--- config.mk ---
export PLATFORM = sky130hd
export DESIGN_NAME = shift_tx_serializer
export DESIGN_NICKNAME = d
export VERILOG_FILES = /design/src/rtl/shift_tx_serializer.sv
export SDC_FILE = /design/constraint.sdc
export NUM_CORES = 1
export LEC_CHECK = 0
export BUFFER_PORTS_ARGS = -buffer_cell sky130_fd_sc_hd__buf_2
export CAP_MARGIN = 40
export CORE_AREA = 8 8 45 47
export DETAILED_ROUTE_END_ITERATION = 12
export DIE_AREA = 0 0 53 55
export HOLD_SLACK_MARGIN = 0.03
export PLACE_DENSITY = 0.72
export SLEW_MARGIN = 10
export SYNTH_ARGS = -nofsm -noshare
export SYNTH_HDL_FRONTEND = slang
export SYNTH_SLANG_ARGS = --single-unit
export TNS_END_PERCENT = 1
--- constraint.sdc ---
create_clock -name clk -period 2.8 [get_ports clk]
set_input_delay 0.28 -clock clk [delete_from_list [all_inputs] [get_ports clk]]
set_output_delay 0.28 -clock clk [all_outputs]
set_load 0.01 [all_outputs]
--- src/rtl/shift_tx_serializer.sv ---
// Parallel-in, serial-out transmitter: accepts a WIDTH-bit word over valid/ready
// and sends it LSB first, each bit held for CLKS_PER_BIT cycles, with a valid strobe.
module shift_tx_serializer #(
    parameter int WIDTH        = 8,
    parameter int CLKS_PER_BIT = 1
) (
    input  logic             clk,
    input  logic             rst,
    input  logic             in_valid,
    output logic             in_ready,
    input  logic [WIDTH-1:0] in_data,
    output logic             serial_out,
    output logic             serial_valid,
    output logic             busy,
    output logic             done
);

    localparam int CNT_W = $clog2(WIDTH);
    localparam int DIV_W = (CLKS_PER_BIT > 1) ? $clog2(CLKS_PER_BIT) : 1;

    typedef enum logic {
        IDLE  = 1'b0,
        SHIFT = 1'b1
    } state_t;

    state_t             state;
    state_t             state_next;
    logic [WIDTH-1:0]   shreg;
    logic [CNT_W-1:0]   bit_cnt;
    logic [DIV_W-1:0]   div_cnt;
    logic               bit_end;
    logic               last_tick;
    logic               accept;

    // NOTE: every signal gets a default before any branch so no latch is inferred.
    always_comb begin
        bit_end    = (div_cnt == DIV_W'(CLKS_PER_BIT - 1));
        last_tick  = (state == SHIFT) && (bit_cnt == CNT_W'(WIDTH - 1)) && bit_end;
        in_ready   = (state == IDLE) || last_tick;
        accept     = in_valid && in_ready;
        state_next = state;
        if (accept) begin
            state_next = SHIFT;
        end else if (last_tick) begin
            state_next = IDLE;
        end
    end

    // NOTE: sequential state uses non-blocking assignments only, so every flop
    // samples the pre-edge values regardless of statement order.
    always_ff @(posedge clk) begin
        if (rst) begin
            state <= IDLE;
        end else begin
            state <= state_next;
        end
    end

    // The shift register drains to zero with 0 fill, so serial_out idles low
    // without a separate output register.
    always_ff @(posedge clk) begin
        if (rst) begin
            shreg   <= '0;
            bit_cnt <= '0;
            div_cnt <= '0;
            done    <= 1'b0;
        end else begin
            done <= last_tick;
            if (accept) begin
                shreg   <= in_data;
                bit_cnt <= '0;
                div_cnt <= '0;
            end else if (state == SHIFT) begin
                if (bit_end) begin
                    div_cnt <= '0;
                    shreg   <= {1'b0, shreg[WIDTH-1:1]};
                    bit_cnt <= last_tick ? '0 : bit_cnt + CNT_W'(1);
                end else begin
                    div_cnt <= div_cnt + DIV_W'(1);
                end
            end
        end
    end

    assign serial_out   = shreg[0];
    assign serial_valid = (state == SHIFT);
    assign busy         = (state == SHIFT);

endmodule
Yosys cells after proc, flatten, opt, wreduce, memory -nomap -nowiden
Index checks and enable logic that the tools add are counted.
- bits of input ports: 11
- output and inout port bits: 5
- logic and storage cells: 27
- flip-flop bits (word level): 14
- add/subtract/negate cells: 2
- bitwise logic cells: 2
- reductions and logical operators: 9
- muxes and demuxes: 7
- equality and inequality tests: 2
- operators with widths (cell ; count):
    $mux W8 ; 3
    $reduce_and A2 Y1 ; 2
    $reduce_bool A2 Y1 ; 2
    $add A3 B1 Y3 const B ; 1
    $eq A3 B3 Y1 const B ; 1
    $logic_and A1 B1 Y1 ; 3
    $mux W1 ; 3
    $mux W3 ; 1
    $ne A2 B1 Y1 const B ; 1
    $not A1 Y1 ; 2
    $reduce_or A2 Y1 ; 1
    $add A1 B1 Y1 const B ; 1
    $logic_or A1 B1 Y1 ; 1

Longest topological paths before layout
Gate-level depths: netlist of run 1.
- word-level depth: 7
- mapped depth: 6
- depth with buffers taken out: 6

Worst setup path before layout of run 1
No wires, ideal clock.
- path type: register to register
- start: reg bit_cnt[0]
- end: reg shreg[1]
- buffers on the path: 0
- required time: 2.666 ns
- data arrival time: 1.229 ns
- cell stages (with the launch flop): 7
- period minus slack after synthesis: 1.362 ns
- setup time: 0.134 ns
- slack: 1.438 ns
- cells stage by stage: dfxtp_1 ha_1 ha_1 nor2b_4 inv_2 a211oi_1 nor4_1
- cells in the longest elaborated chain, start to end: 7
- elaborated cells between the ends (all ways): 9
- those cells by class: eq/ne: 2; mux: 1; reduce/logical: 6
- ends and longest elaborated chain (item ; line ; text):
    from (decl) ; 29 ; logic [CNT_W-1:0] bit_cnt;
    from (signal assigned) ; 77 ; bit_cnt <= last_tick ? '0 : bit_cnt + CNT_W'(1);
    $eq A3 B3 Y1 * ; 38 ; last_tick = (state == SHIFT) && (bit_cnt == CNT_W'(WIDTH - 1)) && bit_end;
    $logic_and A1 B1 Y1 * (2 in a row) ; 38 ;
    $logic_or A1 B1 Y1 * ; 39 ; in_ready = (state == IDLE) || last_tick;
    net in_ready ; 10 ; output logic in_ready,
    $logic_and A1 B1 Y1 * ; 40 ; accept = in_valid && in_ready;
    $ne A2 B1 Y1 (no source line) / $reduce_bool A2 Y1 (equally long branches) ; n/a ;
    $reduce_and A2 Y1 (no source line) ; n/a ;
    to (signal assigned) ; 70 ; shreg <= in_data;
    to (signal assigned) ; 76 ; shreg <= {1'b0, shreg[WIDTH-1:1]};
    to (decl) ; 28 ; logic [WIDTH-1:0] shreg;
The timed path passes the listed nets; every way through them passes the cells marked *.
A chain may end at the register's enable or synchronous reset.

Final worst setup path of run 1
- start: reg bit_cnt[0]
- end: out in_ready
- cells in the longest elaborated chain, start to end: 4
- ends and longest elaborated chain (item ; line):
    $eq A3 B3 Y1 ; 38
    $logic_and A1 B1 Y1 (2 in a row) ; 38
    $logic_or A1 B1 Y1 ; 39
    to (decl) ; 10
No other way between the ends.

==> impl_metrics.env, run 1 <==
export IMPL_total_cts_buffers=3
export IMPL_max_slew_worst_pin_slew_ns=0.410
export IMPL_synth_nets=78
export IMPL_hold_path_class="input port to flip-flop"
export IMPL_hold_path_end="shreg[7]$_SDFFE_PP0P_"
export IMPL_total_routed_wirelength_um=1200
export IMPL_cts_buffer_depth=2
export IMPL_layout_cells_most_common_list="buf_2, nor2_1, dfxtp_1"
export IMPL_grt_max_degree=19
export IMPL_cts_repair_timing_setup_buffer_count=0
export IMPL_fin_nets=92
export IMPL_p_per_cell_area_nw_per_um2=558
export IMPL_cts_resized=0
export IMPL_reg2reg_setup_slack_ns=1.15
export IMPL_hold_start="in_data[7]"
export IMPL_final_cell_area_um2=676
export IMPL_die_area_um2=2920
export IMPL_design_portCount=16
export IMPL_clock_fmax_mhz=534
export IMPL_clock_sink_count=13
export IMPL_die_width_um=53
export IMPL_vdd_ir_drop_worst_v=0.000229
export IMPL_ant_nets=0
export IMPL_seq_area_frac_synth_pct=43.3
export IMPL_min_path_cells=3
export IMPL_placedInstanceArea_um2=649
export IMPL_final_max_slew_violation_count=0
export IMPL_r2r_end="shreg[1]$_SDFFE_PP0P_"
export IMPL_pre_cts_ws_ns=1.17
export IMPL_dr_pass1_iters=4
export IMPL_grt_pass1_wl_um=2040
export IMPL_fin_tns_setup_ns=0
export IMPL_place_port_buffers=15
export IMPL_fp_dieH_um=55
export IMPL_detailedRoute_firstIterationViolations=18
export IMPL_grt_setup_unrepaired="false"
export IMPL_netlist_cell_type_count=18
export IMPL_run_status="complete, no violations"
export IMPL_post_cts_hold_buffer_count=0
export IMPL_crit_path_start="bit_cnt[0]$_SDFFE_PP0P_"
export IMPL_areaGrowthSynthToFinish_pct=12.5
export IMPL_totalPowerFinal_mw=0.377
export IMPL_clock_tree_root_cell="clkbuf_4"
export IMPL_final_hold_viol_count=0
export IMPL_setup_worst_path_start_class="flip-flop"
export IMPL_tritoncts="done"
export IMPL_timing_clock_skew_ns=0.00407
export IMPL_synth_ff_latch_count=13
export IMPL_drt_wirelength_per_cell_um=12.7
export IMPL_syn_avg_cell_area_um2=9.24
export IMPL_mostFrequentLayoutCell="buf_2"
export IMPL_row_count=14
export IMPL_ys_warn_count=0
export IMPL_report_final_setup_viol=0
export IMPL_placeableCoreArea_um2=1380
export IMPL_syn_instance_count=65
export IMPL_grt_overflow_total=0
export IMPL_gpl_final_weighted_congestion=0.806
export IMPL_worst_ep_required_ns=2.52
export IMPL_via_per_inst=5.23
export IMPL_multi_input_comb_area_um2=290
export IMPL_layout_drive_gt1_share_pct=26.9
export IMPL_detailed_place_hpwl_um=844
export IMPL_cts_htree_levels=1
export IMPL_relSlewSlack_pct=72.6
export IMPL_fin_crit_sh_pct=66.9
export IMPL_mappedNetlistArea_um2=601
export IMPL_critical_path_endpoint_category="output port"
export IMPL_final_fill_count=133
export IMPL_worstPathArrival_ns=1.59
export IMPL_clk_pin_slew_worst_paths_ns=0.08
export IMPL_critical_path_max_fanout=12
export IMPL_antenna_cells_inserted=0
export IMPL_worst_setup_path_type="flip-flop to output port"
export IMPL_grt_pass1_vias=474
export IMPL_worst_r2r_startpoint="bit_cnt[0]$_SDFFE_PP0P_"
export IMPL_regArea_um2=260
export IMPL_grt_total_usage_pct=9.01
export IMPL_r2r_cells=6
export IMPL_worst_skew_pair_late_latency_ns=0.27
export IMPL_drv_max_cap_violation_count=0
export IMPL_leakage_nw=0.283
export IMPL_antenna_found_initial=0
export IMPL_via_count=492
export IMPL_detail_route_drc_violations=0
export IMPL_initial_core_util_pct=43.4
export IMPL_final_setup_worst_slack_ns=0.926
export IMPL_layout_min_cycle_time_ns=1.87
synth_stat cells, drive strengths merged:
master | n | share of area [%]
a32oi | 1 | 1.5
inv | 1 | 0.62
buf | 5 | 7.1
clkbuf | 1 | 0.62
mux2i | 1 | 1.7
a211oi | 7 | 8.7
nand2 | 1 | 0.62
or2 | 1 | 1.0
ha | 2 | 4.2
nor2 | 15 | 9.8
dfxtp | 13 | 43
a22oi | 2 | 2.5
nor4 | 7 | 7.3
nor3b | 7 | 8.7
nor2b | 1 | 2.3
per-stage QoR:
step                hold WS, ns  instances  util (%)
finish                    0.287         94      48.8
global route              0.304         94      48.8
CTS                       0.279         94      48.8
detailed placement        0.486         90      46.9
global placement          0.483         90      46.9
floorplan                 0.358         65         -
power by group:
part           switching (mW)  internal, mW
sequential            0.00749         0.197
clock                  0.0594        0.0551
combinational          0.0322        0.0259
total                  0.0991         0.278
critical path, cell delays in order, from the launching register on:
cell	delay, ns
dfxtp_1	0.33
ha_1	0.20
ha_1	0.22
nor2b_4	0.28
inv_2	0.13
buf_2	0.17
final cells by class:
class | count | area share, %
clock buffer | 4 | 3.89
inverter | 1 | 0.556
multi-input combinational | 45 | 43.0
sequential | 13 | 38.5
tap | 16 | 2.96
timing repair buffer | 15 | 11.1
kinds of logic after synthesis:
group,share of synthesized area (%)
compound gates,12.7
fa+ha+maj,4.17
buf+inv,8.33
flops,43.3
mux,1.67
simple gates,29.8
sequential cells by signal (all words and copies together) (netlist names):
| signal | flops |
|---|---|
| bit_cnt | 3 |
| busy | 1 |
| done | 1 |
| shreg | 8 |
worst max-delay path by stage:
stage                                       end  slack (ns)  depth (start not counted)
final                                  in_ready        0.93                          5
after global placement    shreg[0]$_SDFFE_PP0P_        1.21                          6
after floorplan           shreg[1]$_SDFFE_PP0P_        1.44                          6
after CTS                              in_ready        0.91                          5
after global routing                   in_ready        0.83                          5
after detailed placement  shreg[1]$_SDFFE_PP0P_        1.17                          6
per-layer routing:
metal	wire [µm]	vias up	share of wire, %	track usage (%)
met4	0	0	0	5.17
met3	61	0	5.1	1.60
li1	-	265	-	-
met5	0	-	0	0
met1	571	219	48	11.4
met2	564	8	47	14.1
Note: power is estimated with default switching activity, not from simulation.
==> inputs of run 2 (changes only) <==
CORE_AREA = unset   (was 8 8 45 47)
CORE_MARGIN = 8   (was unset)
CORE_UTILIZATION = 43   (was unset)
DIE_AREA = unset   (was 0 0 53 55)
clock period = 1.7 ns   (was 2.8 ns; I/O delays follow)
==> run 2 against run 1 <==
Against the previous run:
- register-to-register slack lost 0.89 ns
- critical path type unchanged
- combinational power grew 70%
- final cell count is the same
- core utilization grew 3.6 points
==> impl_metrics.env, run 2 (synthesis results as in run 1) <==
export IMPL_run_status="complete, no violations"
export IMPL_mostFrequentLayoutCell="buf_2"
export IMPL_final_setup_worst_slack_ns=0.141
export IMPL_p_per_cell_area_nw_per_um2=921
export IMPL_dpl_cell_count=90
export IMPL_final_max_slew_violation_count=0
export IMPL_hold_path_end="shreg[7]$_SDFFE_PP0P_"
export IMPL_clock_tree_root_cell="clkbuf_4"
export IMPL_clock_fmax_mhz=642
export IMPL_fin_nets=93
export IMPL_cts_repair_timing_setup_buffer_count=0
export IMPL_final_hold_viol_count=0
export IMPL_worst_skew_pair_late_latency_ns=0.28
export IMPL_cts_buffer_depth=2
export IMPL_hold_path_class="input port to flip-flop"
export IMPL_via_count=525
export IMPL_max_slew_worst_pin_slew_ns=0.460
export IMPL_placedInstanceArea_um2=656
export IMPL_place_port_buffers=15
export IMPL_layout_top_registers="shreg (8), bit_cnt (3)"
export IMPL_clk_pin_slew_worst_paths_ns=0.08
export IMPL_final_cell_area_um2=682
export IMPL_detail_route_drc_violations=0
export IMPL_cts_resized=0
export IMPL_worstPathArrival_ns=1.39
export IMPL_detailedRoute_firstIterationViolations=14
export IMPL_worst_ep_required_ns=1.53
export IMPL_cts_htree_levels=1
export IMPL_pre_cts_ws_ns=0.263
export IMPL_regMostFlops="shreg"
export IMPL_detailed_place_hpwl_um=878
export IMPL_vdd_ir_drop_worst_v=0.000566
export IMPL_critical_path_endpoint_category="output port"
export IMPL_hold_worst_slack_ns=0.206
export IMPL_critical_path_max_fanout=9
export IMPL_post_route_util_pct=52.4
export IMPL_grt_pass1_vias=499
export IMPL_total_routed_wirelength_um=1280
export IMPL_via_per_inst=5.59
export IMPL_fin_tns_setup_ns=0
export IMPL_r2r_end="shreg[4]$_SDFFE_PP0P_"
export IMPL_row_count=13
export IMPL_areaGrowthSynthToFinish_pct=13.5
export IMPL_fp_dieH_um=53.4
export IMPL_die_area_um2=2850
export IMPL_fin_crit_sh_pct=91.7
export IMPL_design_portCount=16
export IMPL_die_width_um=53.4
export IMPL_grt_max_degree=19
export IMPL_worst_r2r_startpoint="bit_cnt[0]$_SDFFE_PP0P_"
export IMPL_layout_cells_most_common_list="buf_2, nor2_1, dfxtp_1"
export IMPL_layout_min_cycle_time_ns=1.56
export IMPL_grt_total_usage_pct=9.90
export IMPL_post_cts_hold_buffer_count=0
export IMPL_relSlewSlack_pct=69.3
export IMPL_grt_setup_unrepaired="false"
export IMPL_worst_setup_path_type="flip-flop to output port"
export IMPL_grt_overflow_total=0
export IMPL_r2r_cells=6
export IMPL_total_cts_buffers=3
export IMPL_tritoncts="done"
export IMPL_leakage_nw=0.288
export IMPL_ant_nets=0
export IMPL_antenna_cells_inserted=0
export IMPL_drt_wirelength_per_cell_um=13.6
export IMPL_drv_max_cap_violation_count=0
export IMPL_gpl_final_weighted_congestion=0.745
export IMPL_placeableCoreArea_um2=1300
export IMPL_post_layout_nonfiller_instances=94
export IMPL_reg2reg_setup_slack_ns=0.26
export IMPL_report_final_setup_viol=0
export IMPL_min_path_cells=3
export IMPL_layout_drive_gt1_share_pct=27.8
export IMPL_dr_pass1_iters=4
export IMPL_initial_core_util_pct=46.2
export IMPL_largest_register_ff_count=8
export IMPL_timing_clock_skew_ns=0.00186
export IMPL_clock_sink_count=13
export IMPL_totalPowerFinal_mw=0.628
export IMPL_grt_pass1_wl_um=2170
export IMPL_hold_start="in_data[7]"
export IMPL_setup_worst_path_start_class="flip-flop"
export IMPL_antenna_found_initial=0
## run 2: power breakdown
group	internal [mW]	switching (mW)
sequential	0.325	0.0126
clock	0.0911	0.101
combinational	0.0446	0.0542
total	0.461	0.167
## run 2: worst max-delay path by stage
stage / endpoint / cells after the start / slack [ns] / startpoint
after detailed placement: shreg[1]$_SDFFE_PP0P_ / 6 / 0.26 / bit_cnt[0]$_SDFFE_PP0P_
after CTS: in_ready / 5 / 0.13 / bit_cnt[0]$_SDFFE_PP0P_
after global routing: in_ready / 5 / 0.08 / bit_cnt[0]$_SDFFE_PP0P_
after floorplan: shreg[1]$_SDFFE_PP0P_ / 6 / 0.34 / bit_cnt[0]$_SDFFE_PP0P_
final: in_ready / 5 / 0.14 / bit_cnt[0]$_SDFFE_PP0P_
after global placement: shreg[4]$_SDFFE_PP0P_ / 6 / 0.31 / bit_cnt[0]$_SDFFE_PP0P_
## run 2: per-layer routing
layer / track usage (%) / part of all wire, % / up-vias
met3: 4.48 / 11 / 5
met2: 14.6 / 44 / 20
met1: 12.2 / 44 / 236
met4: 3.78 / 1.9 / 0
li1: - / - / 264
met5: 0 / 0 / -
## run 2: critical path, cell delays in order (launching register included)
cell	delay, ns
dfxtp_1	0.33
ha_1	0.20
ha_1	0.22
nor2b_4	0.13
inv_2	0.08
buf_2	0.15
## run 2: cell type report
class / instances / area (µm²)
clock buffers: 4 / 26.3
multi-input cells: 45 / 290
fillers: 140 / 619
well taps: 15 / 18.8
inverters: 1 / 3.75
flip-flops and latches: 13 / 260
repair buffers: 16 / 82.6
